--- config.mk ---
export PLATFORM = sky130hd
export DESIGN_NAME = mmio_bus_ctrl
export DESIGN_NICKNAME = d
export VERILOG_FILES = /design/src/rtl/bus_pkg.sv /design/src/rtl/addr_decode.sv /design/src/rtl/mmio_bus_ctrl.sv
export SDC_FILE = /design/constraint.sdc
export NUM_CORES = 1
export LEC_CHECK = 0
export CORE_MARGIN = 8
export CORE_UTILIZATION = 38
export CTS_CLUSTER_SIZE = 10
export DETAILED_ROUTE_END_ITERATION = 10
export PLACE_DENSITY = 0.85
export SLEW_MARGIN = 20
export SYNTH_ARGS = -nofsm -noshare
export SYNTH_HDL_FRONTEND = slang
export SYNTH_SLANG_ARGS = --single-unit
--- constraint.sdc ---
create_clock -name clock -period 3.6 [get_ports clock]
set_clock_uncertainty 0.2 [all_clocks]
set_input_delay 0.54 -clock clock [delete_from_list [all_inputs] [get_ports clock]]
set_output_delay 0.54 -clock clock [all_outputs]
set_load 0.02 [all_outputs]
--- src/rtl/bus_pkg.sv ---
// Shared constants for the rv32 memory-mapped bus: data width, default tag
// width, the standard region tags and a helper that extracts an address tag.
package bus_pkg;

  localparam int DATA_W        = 32;
  localparam int TAG_W_DEFAULT = 12;

  localparam logic [TAG_W_DEFAULT-1:0] TAG_DMEM = 12'h001;
  localparam logic [TAG_W_DEFAULT-1:0] TAG_VGA  = 12'h002;
  localparam logic [TAG_W_DEFAULT-1:0] TAG_KBD  = 12'h003;

  // Upper tag_w bits of addr, right-justified and zero-extended.
  function automatic logic [DATA_W-1:0] tag_of(input logic [DATA_W-1:0] addr,
                                               input int tag_w);
    return addr >> (DATA_W - tag_w);
  endfunction

endpackage

--- src/rtl/addr_decode.sv ---
// Combinational region decoder: compares the address tag against each slave's
// tag and produces a one-hot hit vector (lowest index wins) plus a miss flag.
module addr_decode
  import bus_pkg::*;
#(
  parameter int                     NSLV        = 3,
  parameter int                     TAG_W       = TAG_W_DEFAULT,
  parameter logic [NSLV*TAG_W-1:0]  REGION_TAGS = {TAG_VGA, TAG_KBD, TAG_DMEM}
) (
  input  logic              en,
  input  logic [DATA_W-1:0] addr,
  output logic [NSLV-1:0]   hit,
  output logic              miss
);

  logic [DATA_W-1:0] addr_tag;
  logic              found;

  // First matching region claims the access so duplicate tags stay one-hot.
  always_comb begin
    addr_tag = tag_of(addr, TAG_W);
    hit      = '0;
    found    = 1'b0;
    for (int i = 0; i < NSLV; i++) begin
      if (!found && addr_tag == DATA_W'(REGION_TAGS[i*TAG_W +: TAG_W])) begin
        hit[i] = 1'b1;
        found  = 1'b1;
      end
    end
    if (!en) begin
      hit = '0;
    end
    miss = en & ~found;
  end

endmodule

--- src/rtl/mmio_bus_ctrl.sv ---
// Memory-mapped bus controller between the core data port and NSLV slaves:
// address decode, one-cycle read return alignment and sticky error capture.
module mmio_bus_ctrl
  import bus_pkg::*;
#(
  parameter int                     NSLV         = 3,
  parameter int                     TAG_W        = TAG_W_DEFAULT,
  parameter logic [NSLV*TAG_W-1:0]  REGION_TAGS  = {TAG_VGA, TAG_KBD, TAG_DMEM},
  parameter logic [DATA_W-1:0]      DEFAULT_DATA = 32'h0000_0000,
  parameter int                     CNT_W        = 8
) (
  input  logic                   clock,
  input  logic                   reset,
  input  logic                   rd_en,
  input  logic [DATA_W-1:0]      rd_addr,
  output logic [DATA_W-1:0]      rd_data,
  output logic                   rd_valid,
  input  logic                   wr_en,
  input  logic [DATA_W-1:0]      wr_addr,
  output logic [NSLV-1:0]        slv_rd_sel,
  output logic [NSLV-1:0]        slv_we,
  input  logic [NSLV*DATA_W-1:0] slv_rdata,
  output logic                   err_flag,
  output logic [DATA_W-1:0]      err_addr,
  output logic                   err_is_wr,
  output logic [CNT_W-1:0]       err_count,
  input  logic                   err_clr
);

  localparam logic [CNT_W+1:0] CNT_MAX = (CNT_W+2)'({CNT_W{1'b1}});

  logic              rd_miss;
  logic              wr_miss;
  logic [NSLV-1:0]   sel_q;
  logic              miss_q;
  logic              valid_q;
  logic [DATA_W-1:0] hold_q;
  logic [DATA_W-1:0] mux_data;

  logic [CNT_W-1:0]  cnt_base;
  logic [CNT_W+1:0]  cnt_sum;
  logic [CNT_W-1:0]  cnt_next;
  logic              flag_next;
  logic [DATA_W-1:0] addr_next;
  logic              is_wr_next;

  addr_decode #(
    .NSLV        (NSLV),
    .TAG_W       (TAG_W),
    .REGION_TAGS (REGION_TAGS)
  ) u_rd_decode (
    .en   (rd_en),
    .addr (rd_addr),
    .hit  (slv_rd_sel),
    .miss (rd_miss)
  );

  addr_decode #(
    .NSLV        (NSLV),
    .TAG_W       (TAG_W),
    .REGION_TAGS (REGION_TAGS)
  ) u_wr_decode (
    .en   (wr_en),
    .addr (wr_addr),
    .hit  (slv_we),
    .miss (wr_miss)
  );

  // Return mux works off the select captured with the request, matching the
  // slaves' one-cycle synchronous read latency.
  always_comb begin
    mux_data = '0;
    for (int i = 0; i < NSLV; i++) begin
      if (sel_q[i]) begin
        mux_data = mux_data | slv_rdata[i*DATA_W +: DATA_W];
      end
    end
    if (miss_q) begin
      mux_data = DEFAULT_DATA;
    end
  end

  assign rd_valid = valid_q;
  assign rd_data  = valid_q ? mux_data : hold_q;

  // A clear in the same cycle as a new miss restarts the record from that miss.
  always_comb begin
    cnt_base   = err_clr ? '0 : err_count;
    cnt_sum    = (CNT_W+2)'(cnt_base) + (CNT_W+2)'(rd_miss) + (CNT_W+2)'(wr_miss);
    cnt_next   = (cnt_sum > CNT_MAX) ? {CNT_W{1'b1}} : cnt_sum[CNT_W-1:0];
    flag_next  = err_flag & ~err_clr;
    addr_next  = err_clr ? '0 : err_addr;
    is_wr_next = err_is_wr & ~err_clr;
    if ((!err_flag || err_clr) && (rd_miss || wr_miss)) begin
      flag_next  = 1'b1;
      addr_next  = rd_miss ? rd_addr : wr_addr;
      is_wr_next = ~rd_miss;
    end
  end

  always_ff @(posedge clock) begin
    if (reset) begin
      sel_q     <= '0;
      miss_q    <= 1'b0;
      valid_q   <= 1'b0;
      hold_q    <= '0;
      err_flag  <= 1'b0;
      err_addr  <= '0;
      err_is_wr <= 1'b0;
      err_count <= '0;
    end else begin
      sel_q     <= slv_rd_sel;
      miss_q    <= rd_miss;
      valid_q   <= rd_en;
      if (valid_q) begin
        hold_q <= mux_data;
      end
      err_flag  <= flag_next;
      err_addr  <= addr_next;
      err_is_wr <= is_wr_next;
      err_count <= cnt_next;
    end
  end

endmodule

==> results of run 1 <==
## sequential cells by signal, indices dropped and copies added, names as in the netlist
name and count:
err_flag 1, sel_q 3, miss_q 1, err_addr 32
rd_valid 1, err_count 8, hold_q 32, err_is_wr 1
## power groups by stage
| stage | Sequential, µW | Clock, µW | Combinational [µW] |
|---|---|---|---|
| 2_1_floorplan | 977 | 0 | 125 |
| 3_3_place_gp | 943 | 0 | 449 |
| 3_5_place_dp | 943 | 0 | 455 |
| 4_1_cts | 924 | 645 | 458 |
| 5_1_grt | 927 | 684 | 486 |
| 6_report | 923 | 630 | 456 |
## per-stage QoR
step,hold slack (ps),setup slack [ps],util (%)
after floorplan,329,231,-
after global placement,255,113,64.7
after detailed placement,267,63.6,64.7
after CTS,247,86.4,66.5
after global routing,256,21.2,66.5
final,261,78.1,66.5
## layout make-up
| cell class | count | area, µm² | share of cell area (%) |
|---|---|---|---|
| clock buffers | 9 | 124 | 1.80 |
| clock inverters | 7 | 62.6 | 0.911 |
| inverters | 60 | 225 | 3.28 |
| multi-input cells | 294 | 2070 | 30.2 |
| flip-flops and latches | 79 | 1580 | 23.0 |
| well taps | 136 | 170 | 2.48 |
| repair buffers | 268 | 2630 | 38.3 |
## path summary, 6_finish.rpt
| kind | startpoint | endpoint | cells past startpoint |
|---|---|---|---|
| max | rd_addr[24] | slv_rd_sel[0] | 6 |
| min | reset | err_is_wr$_SDFF_PP0_ | 2 |
| max reg2reg | err_count[0]$_SDFF_PP0_ | err_count[7]$_SDFF_PP0_ | 7 |
| min reg2reg | err_addr[22]$_SDFFE_PP0P_ | err_addr[22]$_SDFFE_PP0P_ | 1 |
## synth_stat cells, types with 8 or more instances
cell type | n | area, µm²
dfxtp_1 | 79 | 1580
inv_1 | 59 | 221
nand2_1 | 44 | 165
nor2b_1 | 41 | 257
clkbuf_1 | 37 | 139
o22ai_1 | 34 | 213
a222oi_1 | 32 | 320
nand3_1 | 25 | 125
nand4b_1 | 21 | 184
o211ai_2 | 19 | 238
o21ai_0 | 11 | 55.1
a22o_1 | 10 | 87.6
nor2_1 | 8 | 30.0
nor3_1 | 8 | 40.0
## layout by cell type, fill, tap and decap left out, types with 2 or more instances in the layout
cell type	instances
buf_4	23
a31oi_1	2
a222oi_1	32
dfxtp_1	79
a21oi_1	7
nor2b_1	41
nor4_1	3
clkinv_4	2
or2_2	2
nand2b_1	3
o211ai_2	19
a22o_1	10
xnor2_1	5
nor2_1	7
nand4b_1	21
clkdlybuf4s50_1	242
o21ai_0	11
nor3_1	8
nand3_1	25
nand2_1	44
inv_1	59
o22ai_1	34
a211oi_1	2
inv_6	3
clkbuf_8	9
## metal layers
metal  global-route usage, %  up-vias  wire, µm
li1                        -     2206         -
met1                    24.0     2189      6660
met2                    38.8      242      8030
met3                    7.89       22      1600
met4                    7.43        0       336
met5                       0        -         0
## kinds of logic (layout without fill, tap and decap cells)
logic type      after synthesis  count (layout)  synth area share (%)
xor+xnor                      5               5                  1.09
simple gates                161             161                  22.3
mux                           1               1                 0.248
fa+ha+maj                     2               2                 0.807
compound gates              125             125                  26.6
flops                        79              79                  39.2
buf+inv                     102             344                  9.72
==> metrics.md, run 1 <==
| Metric | Value |
|---|---|
| Status | `finished, final reports clean` |
| Placed cells | `837` |
| Max clock buf depth | `2` |
| Clk root buf | `clkbuf_8` |
| R2r setup slk | `1410 ps` |
| Slowest-stage cell, CP | `clkdlybuf4s50_1` |
| CP cell instances | `clkdlybuf4s50_1, or4_1, nor3_1, buf_4, and4b_1, clkdlybuf4s50_1` |
| Most common cell type on the critical path | `clkdlybuf4s50_1` |
| Required @ worst endpoint | `2860 ps` |
| Hold buffer count at CTS | `0` |
| CTS Buf Count | `9` |
| Clock power frac | `31.4%` |
| Sw power | `576 µW` |
| Worst slew margin | `50.5%` |
| Routability cong. | `0.880` |
| Sequential power share | `45.9%` |
| CTS tree | `yes` |
| Async S/R FF share, synth | `0%` |
| Ports | `246` |
| Max VDD drop | `0.168 mV` |
| Fin cells | `853` |
| Logic pwr share | `22.7%` |
| Crit path kind | `input pin to output port` |
| Max FO, Critical Path | `3` |
| Max-cap viol count | `0` |
| Post-synth EDFFs | `0` |
| DRT iter0 DRCs | `475` |
| Startpoint types | `input pin` |
| Initial antenna violation count | `0` |
| HPWL Detailed | `12,800 µm` |
| Layout area overhead | `70.4%` |
| CTS HTree Levels | `3` |
| DP Area | `0.00668 mm²` |
| Minimum clock period | `3520 ps` |
| F_max | `284 MHz` |
| Die Wd | `119 µm` |
| Sink Count | `79` |
| Final period util | `97.8%` |
| CTS clk-pin slew, worst paths | `80 ps` |
| All-Layer GR Usage | `22.0%` |
| Post-synthesis cell count | `475` |
| Final setup violation count | `0` |
| Pre-antenna DRT Iters | `5` |
| Core area | `0.0103 mm²` |
| Synth Flop Type | `dfxtp_1` |
| Vias per Instance | `5.46` |
| Worst-Skew Late Latency | `350 ps` |
| Total congestion overflow | `0` |
| Post-Syn Nets | `642` |
| N_diodes | `0` |
| Unrepaired setup endpoints after global routing | `false` |
| DIE HEIGHT | `119 µm` |
| Max Slew Vio Count | `0` |
| Critical path arrival | `2780 ps` |
| Worst Max-Slew Pin Slew | `742 ps` |
| Share of cells above drive strength 1 | `9.48%` |
| CP delay by family, top | `buffers and inverters` |
| Filler instances | `870` |
| Critical Path End Type | `output port` |
| Total wire length | `16,600 µm` |
| Synth cell types | `41` |
| Antenna Nets Post-Route | `0` |
| Global-route wire length before repair | `25,300 µm` |
| Sequential share of the synthesized area | `39.2%` |
| Nets@finish | `879` |
| P per Cell Area | `293 mW/mm²` |
| DRC viols | `0` |
| Final Cell Area | `0.00687 mm²` |
| Post-cts resize count | `0` |
| Overall Power | `2010 µW` |
| Port Buffers | `245` |
| Leakage | `0.00249 µW` |
| Synth Warn # | `0` |
| Total Die Area | `0.0142 mm²` |
| Vias in the first global route | `4,886` |
| Post-synthesis area per instance | `8.48 µm²` |
| Cell internal pwr | `1430 µW` |
| Starting Density | `39.0%` |
| Critical Path Max Stage Delay | `670 ps` |
| Buf/Inv on CP | `3` |
| Pin count of the biggest net entering global routing | `46` |
| Setup_tns | `0 ps` |
| Sw frac | `28.7%` |
| Synthesized area | `0.00403 mm²` |
| Final Hold Viols | `0` |
| Wire per inst | `19.5 µm` |
| Site row count | `37` |
| FF+latch count, synth | `79` |
| Post-CTS Setup Bufs | `0` |
| Worst min path class | `input pin to register` |
| Detailed-route via count | `4,659` |
(Power assumes the default switching activity.)
==> run 2, diff against run 1 <==
--- a/config.mk
+++ b/config.mk
@@ -10,6 +10,8 @@
 export CTS_CLUSTER_SIZE = 10
 export DETAILED_ROUTE_END_ITERATION = 10
 export PLACE_DENSITY = 0.85
+export RECOVER_POWER = 100
+export REMOVE_ABC_BUFFERS = 1
 export SLEW_MARGIN = 20
 export SYNTH_ARGS = -nofsm -noshare
 export SYNTH_HDL_FRONTEND = slang
==> run 2 against run 1 <==
Against the previous run:
- register-to-register slack worse by 100 ps
- largest power group unchanged
- combinational power is 1% lower
- utilization is 0.16 points lower
==> metrics.md, run 2 (synthesized netlist as in run 1, its figures left out) <==
| Metric | Value |
|---|---|
| Max clock buf depth | `2 (unchanged)` |
| All-Layer GR Usage | `22.2% (was 22.0%)` |
| Required @ worst endpoint | `2860 ps (about the same)` |
| Biggest regs | `err_addr (32), hold_q (32), err_count (8) (unchanged)` |
| Detailed-route via count | `4,747 (was 4,659)` |
| FF-to-FF End | `err_count[7]$_SDFF_PP0_ (unchanged)` |
| Vias in the first global route | `4,909 (was 4,886)` |
| Worst min path class | `input pin to register (unchanged)` |
| Overall Power | `1940 µW (was 2010 µW)` |
| Vias per Instance | `5.57 (was 5.46)` |
| Pin count of the biggest net entering global routing | `46 (unchanged)` |
| Critical path arrival | `2750 ps (was 2780 ps)` |
| Pre-CTS setup slack | `22.2 ps (was 63.6 ps)` |
| Max-cap viol count | `0 (unchanged)` |
| Final period util | `97.0% (was 97.8%)` |
| Clock power frac | `29.3% (was 31.4%)` |
| P per Cell Area | `284 mW/mm² (was 293 mW/mm²)` |
| Max Slew Vio Count | `0 (unchanged)` |
| Worst hold slack | `249 ps (was 261 ps)` |
| Critical Path Max Stage Delay | `630 ps (was 670 ps)` |
| Sink Count | `79 (unchanged)` |
| Share of cells above drive strength 1 | `8.93% (was 9.48%)` |
| Pre-antenna DRT Iters | `9 (was 5)` |
| Filler instances | `829 (was 870)` |
| Sw frac | `26.5% (was 28.7%)` |
| DRC viols | `0 (unchanged)` |
| Routability cong. | `0.884 (was 0.880)` |
| Wire per inst | `19.4 µm (was 19.5 µm)` |
| Worst-Skew Late Latency | `340 ps (was 350 ps)` |
| Hold buffer count at CTS | `0 (unchanged)` |
| Commonest non-fill, non-tap cell in the layout | `clkdlybuf4s50_1 (unchanged)` |
| Sw power | `516 µW (was 576 µW)` |
| Layout area overhead | `70.0% (was 70.4%)` |
| Max FO, Critical Path | `4 (was 3)` |
| Leakage | `0.00252 µW (was 0.00249 µW)` |
| RR Startpoint | `err_count[0]$_SDFF_PP0_ (unchanged)` |
| Worst Max-Slew Pin Slew | `470 ps (was 742 ps)` |
| CTS clk-pin slew, worst paths | `70 ps (was 80 ps)` |
| Sequential power share | `47.6% (was 45.9%)` |
| Total Die Area | `0.0142 mm² (unchanged)` |
| Fin cells | `853 (unchanged)` |
| Logic pwr share | `23.2% (was 22.7%)` |
| Startpoint types | `input pin (unchanged)` |
| HPWL Detailed | `12,900 µm (was 12,800 µm)` |
| Setup_tns | `0 ps (unchanged)` |
| CP cell instances | `clkdlybuf4s50_1, or4_1, nor3_2, nand3_1, nor2_1, clkdlybuf4s50_1 (was clkdlybuf4s50_1, or4_1, nor3_1, buf_4, and4b_1, clkdlybuf4s50_1)` |
| Worst hold start | `reset (unchanged)` |
| Total wire length | `16,600 µm (about the same)` |
| CTS Buf Count | `9 (unchanged)` |
| Final Hold Viols | `0 (unchanged)` |
| Commonest non-fill, non-tap cells in the layout | `clkdlybuf4s50_1 (219), dfxtp_1 (79), inv_1 (59) (was clkdlybuf4s50_1 (242), dfxtp_1 (79), inv_1 (59))` |
| Starting Density | `39.0% (unchanged)` |
| N_diodes | `0 (unchanged)` |
| WHS Path Cells | `2 (unchanged)` |
| Worst Hold End | `err_is_wr$_SDFF_PP0_ (unchanged)` |
| CTS tree | `yes (unchanged)` |
| Status | `finished, final reports clean (unchanged)` |
| Critical Path End Type | `output port (unchanged)` |
| CP startpoint | `rd_addr[25] (was rd_addr[24])` |
| Most common cell type on the critical path | `clkdlybuf4s50_1 (unchanged)` |
| Minimum clock period | `3490 ps (was 3520 ps)` |
| Die Wd | `119 µm (unchanged)` |
| CTS HTree Levels | `3 (unchanged)` |
| F_max | `286 MHz (was 284 MHz)` |
| Ports | `246 (unchanged)` |
| Total congestion overflow | `0 (unchanged)` |
| Worst setup margin | `109 ps (was 78.1 ps)` |
| DIE HEIGHT | `119 µm (unchanged)` |
| R2r setup slk | `1310 ps (was 1410 ps)` |
| Initial antenna violation count | `0 (unchanged)` |
| Site row count | `37 (unchanged)` |
| Placed cells | `838 (was 837)` |
| FF-to-FF path depth | `7 (unchanged)` |
| Core area | `0.0103 mm² (unchanged)` |
| Final setup violation count | `0 (unchanged)` |
| Port Buffers | `245 (unchanged)` |
| Worst slew margin | `68.6% (was 50.5%)` |
| Global-route wire length before repair | `25,500 µm (was 25,300 µm)` |
| Unrepaired setup endpoints after global routing | `false (unchanged)` |
| Nets@finish | `880 (was 879)` |
| DRT iter0 DRCs | `489 (was 475)` |
| Slowest-stage cell, CP | `or4_1 (was clkdlybuf4s50_1)` |
| Crit path kind | `input pin to output port (unchanged)` |
| Cell internal pwr | `1430 µW (about the same)` |
| Antenna Nets Post-Route | `0 (unchanged)` |
| Clk root buf | `clkbuf_8 (unchanged)` |
| Max VDD drop | `0.145 mV (was 0.168 mV)` |
==> run 2: cell count changes in the layout (fill, tap and decap cells not counted), sizes merged <==
| cell | previous run | this run |
|---|---|---|
| inv | 64 | 60 |
| clkdlybuf4s50 | 242 | 219 |
| clkbuf | 9 | 14 |
| dlygate4sd3 | 0 | 25 |
| dlymetal6s2s | 1 | 0 |
| clkinv | 2 | 1 |
| clkinvlp | 1 | 0 |
==> run 2: worst max path at each step <==
stage                                          to  slack, ps  cells after the start
after floorplan           err_count[5]$_SDFF_PP0_       -270                      9
after global placement    err_count[5]$_SDFF_PP0_        120                     10
after detailed placement  err_count[7]$_SDFF_PP0_         20                     10
after CTS                           slv_rd_sel[2]         90                      6
after global routing                slv_rd_sel[2]         20                      6
final                               slv_rd_sel[2]        110                      6
==> run 2: area by class of cell <==
class	count	area [µm²]	share of cell area [%]
inverter	60	225	3.29
timing repair buffer	269	2640	38.5
sequential	79	1580	23.1
multi-input combinational	294	2080	30.3
tap	136	170	2.48
clock buffer	14	153	2.23
clock inverter	1	5.00	0.0731
==> run 2: layer usage <==
metal / wire (µm) / GRT usage, % / part of all wire [%] / vias to the layer above
met2: 7800 / 38.2 / 47 / 256
li1: - / - / - / 2205
met3: 1720 / 8.64 / 10 / 30
met4: 471 / 9.33 / 2.8 / 0
met5: 0 / 0 / 0 / -
met1: 6570 / 23.8 / 40 / 2256
==> run 2: through the flow <==
step,cell area [µm²],util [%]
4_1_cts,6850,66.3
3_3_place_gp,6690,64.8
6_report,6850,66.4
2_1_floorplan,3860,-
5_1_grt,6850,66.4
3_5_place_dp,6690,64.8
==> run 2: worst max-delay path, delay by kind of cell <==
kind          cells  cell delay [ps]
simple gates      4             1160
buf+inv           2             1060
==> run 2: what timing repair did <==
action / in CTS / in global routing
resized for setup: 0 / 1
hold endpoints to repair: 0 / 0
setup buffers: 0 / 0
setup endpoints to repair: 0 / 2
==> run 2: power groups by stage <==
stage / Clock [µW] / Sequential, µW / Combinational, µW
floorplan: 0 / 981 / 101
global placement: 0 / 944 / 450
detailed placement: 0 / 945 / 456
CTS: 588 / 925 / 458
global route: 617 / 928 / 480
finish: 569 / 925 / 451
